===== src/rtl/calc_pkg.sv =====
// Shared types for the calculator datapath: opcode and add/sub unit FSM states.
package calc_pkg;

  typedef enum logic {OP_ADD = 1'b0, OP_SUB = 1'b1} op_e;

  typedef enum logic {S_IDLE, S_RUN} addsub_state_e;

endpackage


===== src/rtl/chunk_adder_nbits.sv =====
// Combinational CHUNK-bit ripple adder built from full-adder cells; also exposes
// the carry entering the top bit so the caller can compute signed overflow.
module chunk_adder_nbits #(
  parameter int unsigned CHUNK = 2
) (
  input  logic [CHUNK-1:0] a,
  input  logic [CHUNK-1:0] b,
  input  logic             cin,
  output logic [CHUNK-1:0] sum,
  output logic             cout,
  output logic             c_msb_in
);

  logic [CHUNK:0] c;

  always_comb begin
    c    = '0;
    sum  = '0;
    c[0] = cin;
    for (int i = 0; i < int'(CHUNK); i++) begin
      sum[i]   = a[i] ^ b[i] ^ c[i];
      c[i+1]   = (a[i] & b[i]) | (c[i] & (a[i] ^ b[i]));
    end
  end

  assign cout     = c[CHUNK];
  assign c_msb_in = c[CHUNK-1];

endmodule


===== src/rtl/add_sub_serial_nbits.sv =====
// Digit-serial add/subtract unit: processes CHUNK bits per clock, start/done
// handshake, reports carry/borrow, signed overflow and zero.
module add_sub_serial_nbits
  import calc_pkg::*;
#(
  parameter int unsigned WIDTH = 8,
  parameter int unsigned CHUNK = 2
) (
  input  logic             clk_i,
  input  logic             rst_i,
  input  logic             start_i,
  input  logic             op_i,
  input  logic [WIDTH-1:0] a_i,
  input  logic [WIDTH-1:0] b_i,
  output logic             ready_o,
  output logic [WIDTH-1:0] s_o,
  output logic             cout_o,
  output logic             ovf_o,
  output logic             zero_o,
  output logic             done_o
);

  localparam int unsigned N     = WIDTH / CHUNK;
  localparam int unsigned CNT_W = $clog2(N) + 1;

  generate
    if (WIDTH < 1 || CHUNK < 1 || CHUNK > WIDTH || (WIDTH % CHUNK) != 0) begin : g_bad_params
      $error("add_sub_serial_nbits: need 1 <= CHUNK <= WIDTH and WIDTH %% CHUNK == 0");
    end
  endgenerate

  addsub_state_e    state;
  op_e              op_r;
  logic [CNT_W-1:0] cnt;
  logic [WIDTH-1:0] a_sh;
  logic [WIDTH-1:0] b_sh;
  logic [WIDTH-1:0] res_sh;
  logic             carry;

  logic [CHUNK-1:0] sum;
  logic             c_out;
  logic             c_msb;
  logic [WIDTH-1:0] res_next;

  chunk_adder_nbits #(.CHUNK(CHUNK)) u_chunk_adder (
    .a        (a_sh[CHUNK-1:0]),
    .b        (b_sh[CHUNK-1:0]),
    .cin      (carry),
    .sum      (sum),
    .cout     (c_out),
    .c_msb_in (c_msb)
  );

  // New sum bits enter at the MSB end; after N chunks the result is aligned.
  assign res_next = (res_sh >> CHUNK) | (WIDTH'(sum) << (WIDTH - CHUNK));

  always_ff @(posedge clk_i or posedge rst_i) begin
    if (rst_i) begin
      state   <= S_IDLE;
      op_r    <= OP_ADD;
      cnt     <= '0;
      a_sh    <= '0;
      b_sh    <= '0;
      res_sh  <= '0;
      carry   <= 1'b0;
      ready_o <= 1'b1;
      s_o     <= '0;
      cout_o  <= 1'b0;
      ovf_o   <= 1'b0;
      zero_o  <= 1'b1;
      done_o  <= 1'b0;
    end else begin
      done_o <= 1'b0;
      case (state)
        S_IDLE: begin
          if (start_i) begin
            // Subtraction is a + ~b + 1: invert B and seed the carry with op.
            op_r    <= op_e'(op_i);
            a_sh    <= a_i;
            b_sh    <= op_i ? ~b_i : b_i;
            carry   <= op_i;
            cnt     <= '0;
            ready_o <= 1'b0;
            state   <= S_RUN;
          end
        end
        S_RUN: begin
          a_sh   <= a_sh >> CHUNK;
          b_sh   <= b_sh >> CHUNK;
          res_sh <= res_next;
          carry  <= c_out;
          cnt    <= cnt + CNT_W'(1);
          if (cnt == CNT_W'(N - 1)) begin
            state   <= S_IDLE;
            ready_o <= 1'b1;
            done_o  <= 1'b1;
            s_o     <= res_next;
            cout_o  <= (op_r == OP_SUB) ? ~c_out : c_out;
            ovf_o   <= c_msb ^ c_out;
            zero_o  <= (res_next == '0);
          end
        end
        default: state <= S_IDLE;
      endcase
    end
  end

endmodule


===== config.mk =====
export PLATFORM = sky130hd
export DESIGN_NAME = add_sub_serial_nbits
export DESIGN_NICKNAME = d
export VERILOG_FILES = /design/src/rtl/calc_pkg.sv /design/src/rtl/chunk_adder_nbits.sv /design/src/rtl/add_sub_serial_nbits.sv
export SDC_FILE = /design/constraint.sdc
export NUM_CORES = 1
export LEC_CHECK = 0
export BUFFER_PORTS_ARGS = -buffer_cell sky130_fd_sc_hd__buf_2
export CAP_MARGIN = 40
export CORE_MARGIN = 2
export CORE_UTILIZATION = 55
export CTS_CLUSTER_DIAMETER = 40
export DETAILED_ROUTE_END_ITERATION = 8
export PLACE_DENSITY_LB_ADDON = 0.3
export SLEW_MARGIN = 20
export SYNTH_ARGS = -nofsm -noshare
export SYNTH_HDL_FRONTEND = slang
export SYNTH_SLANG_ARGS = --single-unit
export TNS_END_PERCENT = 30

===== constraint.sdc =====
create_clock -name clk_i -period 2.75 [get_ports clk_i]
set_input_delay 0.275 -clock clk_i [delete_from_list [all_inputs] [get_ports clk_i]]
set_output_delay 0.275 -clock clk_i [all_outputs]
set_load 0.05 [all_outputs]

# --- Word-level counts from Yosys, hierarchy flattened ---
# Cells that the tools add are included.
classes:
  n_reduce_logical: 4
  mux: 18
  bitwise: 15
  n_eq_ne: 3
  add_sub_neg: 1
ops:
  columns: ["operator", "count"]
  rows:
  - ["8-bit case mux with 2 select lines", 2]
  - ["8-bit 2-to-1 mux", 3]
  - ["8-bit logical NOT", 1]
  - ["1-bit 2-to-1 mux", 8]
  - ["8-bit NOT", 1]
  - ["6-bit by 8-bit OR with 8-bit output", 1]
  - ["1-bit case mux with 2 select lines", 3]
  - ["3-bit case mux with 2 select lines", 1]
  - ["2-bit AND reduction", 3]
  - ["1-bit XOR", 5]
  - ["1-bit AND", 4]
  - ["3-bit by 1-bit adder with 3-bit output, second input constant", 1]
  - ["3-bit by 2-bit == test with 1-bit output, second input constant", 1]
  - ["3-bit 2-to-1 mux", 1]
  - ["2-bit by 1-bit != test with 1-bit output, second input constant", 1]
  - ["2-bit != test, second input constant", 1]
  - ["1-bit NOT", 2]
  - ["1-bit OR", 2]
word_totals:
  wordCells: 54
  ff_bits: 43

# --- Depth between registers and ports, before layout ---
logic_depth:
  depth_word: 7
  ltp_mapped: 6
  ltp_nobuf: 6

# --- By module ---
# From an unflattened synthesis, not the netlist that was laid out.
hier_totals:
  cells_unflattened: 153
  hier_area_um2: 1870.5
modules_own_cells:
  columns: ["mod", "area_per_inst_um2", "instances", "seq_area_each_um2", "cells_per_inst"]
  rows:
  - ["add_sub_serial_nbits", 1830.5, 1, 1028.5, 151]
  - ["chunk_adder_nbits", 40.0, 1, 0.0, 2]

# --- Worst setup path before layout ---
# Ideal clock, no wire load.
synth_timing:
  path_kind: "register to register"
  from: "register a_sh[0]"
  to: "register zero_o"
  path_buffers: 0
  path_slack_ns: 0.936
  t_arrival_ns: 1.736
  period_less_slack_ns: 1.814
  stages_incl_launch_ff: 7
  path_cell_list: "dfrtp_1 > inv_1 > fa_1 > fa_1 > and4bb_2 > nand2_1 > o21ai_0"
synth_between:
  elab_chain_cells: 6
  elab_cells_between_ends: 8
  classes_between: "bitwise: 7; reduce/logical: 1"
synth_rtl:
  columns: ["item", "line", "source"]
  rows:
  - ["start, declared", "add_sub_serial_nbits.sv:35", "logic [WIDTH-1:0] a_sh;"]
  - ["start signal, assigned", "add_sub_serial_nbits.sv:79", "a_sh <= a_i;"]
  - ["start signal, assigned", "add_sub_serial_nbits.sv:88", "a_sh <= a_sh >> CHUNK;"]
  - ["1-bit XOR", "chunk_adder_nbits.sv:21, chunk_adder_nbits.sv:22", null]
  - ["1-bit AND", "chunk_adder_nbits.sv:22", "c[i+1] = (a[i] & b[i]) | (c[i] & (a[i] ^ b[i]));"]
  - ["1-bit OR", "chunk_adder_nbits.sv:22", null]
  - ["1-bit XOR", "chunk_adder_nbits.sv:21", "sum[i] = a[i] ^ b[i] ^ c[i];"]
  - ["6-bit by 8-bit OR with 8-bit output (*)", "add_sub_serial_nbits.sv:55", "assign res_next = (res_sh >> CHUNK) | (WIDTH'(sum) << (WIDTH - CHUNK));"]
  - ["8-bit logical NOT (*)", "add_sub_serial_nbits.sv:100", "zero_o <= (res_next == '0);"]
  - ["end signal, assigned", "add_sub_serial_nbits.sv:100", null]
  - ["end, declared", "add_sub_serial_nbits.sv:19", "output logic zero_o,"]
# Every way passes the cells marked *; elsewhere a longest branch is shown, timed or not.
# A chain may end at the register's enable or synchronous reset.

# --- Worst setup path after layout ---
# Ends and elaborated chain as after synthesis.

==> results.yml <==
worst_setup_path:
  critical_path_buf_inv_count: 1
  critical-path-top-delay-family: "adder cells"
  critPathLaunchType: "flop"
  slowest_stage: "fa_1"
  cpMostUsedCell: "fa_1"
  crit_arrival_ps: 2200
  cp_cell_sequence: "inv_1 -> fa_1 -> fa_1 -> and4bb_2 -> nand2_1 -> o21ai_0"
  worstPathRequired_ps: 3020
  slowest_delay_ps: 540
  critPathMaxFanout: 3
  worst-setup-path-type: "reg2reg"
  cp-end-kind: "flop"
sta:
  period_minus_slack_ps: 1930
  setup_viol: 0
  max_freq_mhz: 518
  skew_ps: 4.75
  hold_ws_ps: 31.8
  relSlewSlack_pct: 52.2
  drv_slew: 0
  worst_pin_slew_ps: 717
  rsz0062_at_grt: "false"
  setup_tns_ps: 0
  hold_violations: 0
  finalCritPeriodShare_pct: 70.2
floorplanning:
  fp.dieH_um: 63.3
  dieArea_um2: 4000
  num_rows: 21
  ioPinCount: 33
  start_util_pct: 57.4
  core-area_um2: 3360
  fp.dieW_um: 63.3
synthesis:
  synth-xor-area-share_pct: 4.53
  ys_types: 28
  synth_compound_area_share_pct: 7.71
  synth_area_um2: 1930
  yosys-top-cells-area: "dfrtp_1, mux2i_1, mux2_4, o21ai_1, nand2_1"
  ys_async_sr_fraction_pct: 100
  synth_adder_area_share_pct: 3.37
  synthTopCellsByCount: "dfrtp_1, nand2_1, mux2i_1, o21ai_1, inv_1"
  yosysTopAreaCell: "dfrtp_1"
  synth_ff_type: "dfrtp_1"
  synth_mux_area_share_pct: 15.7
  syn_area_per_cell_um2: 12.1
  ys_seq_elements: 41
  yosys_warnings: 0
  ys_seq_area_share_pct: 53.2
  syn_inst: 160
  synth_top_family_by_area: "multiplexers"
  yosysMostFrequentCell: "dfrtp_1"
  netlist.area_leader.share_pct: 50.5
  synth-edff-count: 0
  synth-simple-area-share_pct: 8.42
  syn-num-nets: 184
detailed_routing:
  via_per_inst: 5.03
  wl_per_cell_um: 12.6
  firstDrtPassIters: 4
  drc: 0
  wl_um: 3000
  routed-via-count: 1201
  ant_nets: 0
  dr.first_iter.drc_count: 37
grt:
  overflow: 0
  grt_pass1_vias: 1207
  grt_pass1_wl_um: 5290
  grt_max_degree: 42
  antenna_found_initial: 0
  grtUsageTotal_pct: 17.4
power:
  p_per_area_nw_per_um2: 1150
  total_power_mw: 2.47
  vdd_drop_max_v: 0.000430
  leakagePower_nw: 1.08
placement:
  place_area_um2: 2070
  place_congestion: 0.773
  io_buffers: 32
  dpl.hpwl_um: 2130
  placedCellCount: 231
layout:
  layout.nets: 216
  layout-drive-gt1-share_pct: 30.6
  diodes: 0
  post-route-cell-area_um2: 2140
  final_cells: 239
  syn_to_final_growth_pct: 11.0
clock_network:
  tritoncts: "built"
  htreeDepth: 2
  clk_pin_slew_ps: 110
  cts_buffers: 5
  hold_buffers: 0
  worstSkewPairLatency_ps: 340
  ctsResizeCount: 0
  cts-root-buf: "clkbuf_4"
  numClockSinks: 41
  post_cts_buffers: 0
  clockBufferDepth: 2
outcome:
  status: "finished, final reports clean"
worst_hold_path:
  hp-class: "in2async"
run:
  drv_cap: 0
-- report_power, final --
group | switching [mW] | total (mW) | internal (mW)
registers | 0.183 | 1.04 | 0.858
clock network | 0.178 | 0.327 | 0.148
logic | 0.655 | 1.10 | 0.444
-- layer usage --
metal / routed length [µm] / vias to the layer above / GRT usage (%)
met5: 0 / - / 0
met4: 24 / 0 / 7.34
met3: 125 / 2 / 5.89
met2: 1570 / 25 / 28.6
met1: 1280 / 577 / 20.9
li1: - / 597 / -
-- final cells by class --
| type | instances | area [µm²] |
|---|---|---|
| repair buffers | 35 | 183 |
| multi-input cells | 99 | 768 |
| inverters | 10 | 37.5 |
| clock buffers | 7 | 65.1 |
| well taps | 46 | 57.6 |
| flip-flops and latches | 41 | 1030 |
| clock inverters | 1 | 5.00 |
| fillers | 311 | 1220 |
-- worst min-delay path: cells and delay by family --
family	cells	cell delay, ps
buffers and inverters	3	540
-- placed cells by master, fill, tap and decap left out --
| cell type | instances |
|---|---|
| buf_4 | 3 |
| nor2b_4 | 1 |
| mux2_2 | 3 |
| a211oi_1 | 3 |
| nand2b_1 | 1 |
| dfstp_2 | 2 |
| o21ai_1 | 15 |
| mux2i_1 | 15 |
| buf_2 | 32 |
| mux2_4 | 8 |
| nand2_1 | 19 |
| clkinv_2 | 1 |
| nor2_1 | 7 |
| o21ai_0 | 5 |
| fa_1 | 2 |
| ha_1 | 2 |
| xnor2_1 | 3 |
| clkbuf_8 | 2 |
| nor2b_1 | 1 |
| nor4_1 | 1 |
| xor2_1 | 7 |
| o31ai_1 | 1 |
| clkbuf_4 | 5 |
| and4bb_2 | 1 |
| inv_1 | 10 |
| dfrtp_1 | 39 |
| a21oi_1 | 2 |
| nand2_8 | 1 |
| a22o_1 | 1 |
-- per-stage QoR --
step / utilization, % / setup WS (ps)
final: 63.8 / 821
after global routing: 63.8 / 718
after CTS: 63.8 / 797
after detailed placement: 61.7 / 831
after global placement: 61.7 / 889
after floorplan: - / 936
-- flip-flops by register name (all words and copies together) (netlist names), 3 cells and up --
| name | count |
|---|---|
| res_sh | 6 |
| b_sh | 8 |
| a_sh | 8 |
| cnt | 3 |
| s_o | 8 |
-- cell families after synthesis --
logic type	after synthesis
XOR/XNOR	10
multiplexers	26
flip-flops	41
adder cells (fa/ha/maj)	4
buffers and inverters	20
AND/OR/NAND/NOR	32
AO/OA/AOI/OAI	27
-- path summary, 6_finish.rpt --
check | from | endpoint | slack [ps] | cells after the start
max | a_sh[0] | zero_o | 820 | 6
min | rst_i | b_sh[6] | 30 | 3
max reg2reg | a_sh[0] | zero_o | 820 | 6
min reg2reg | zero_o | zero_o | 490 | 2
max in group asynchronous | rst_i | zero_o | 2350 | 3
min in group clk_i | a_i[6] | a_sh[6] | 180 | 3
Power figures use the tool's default switching activity.
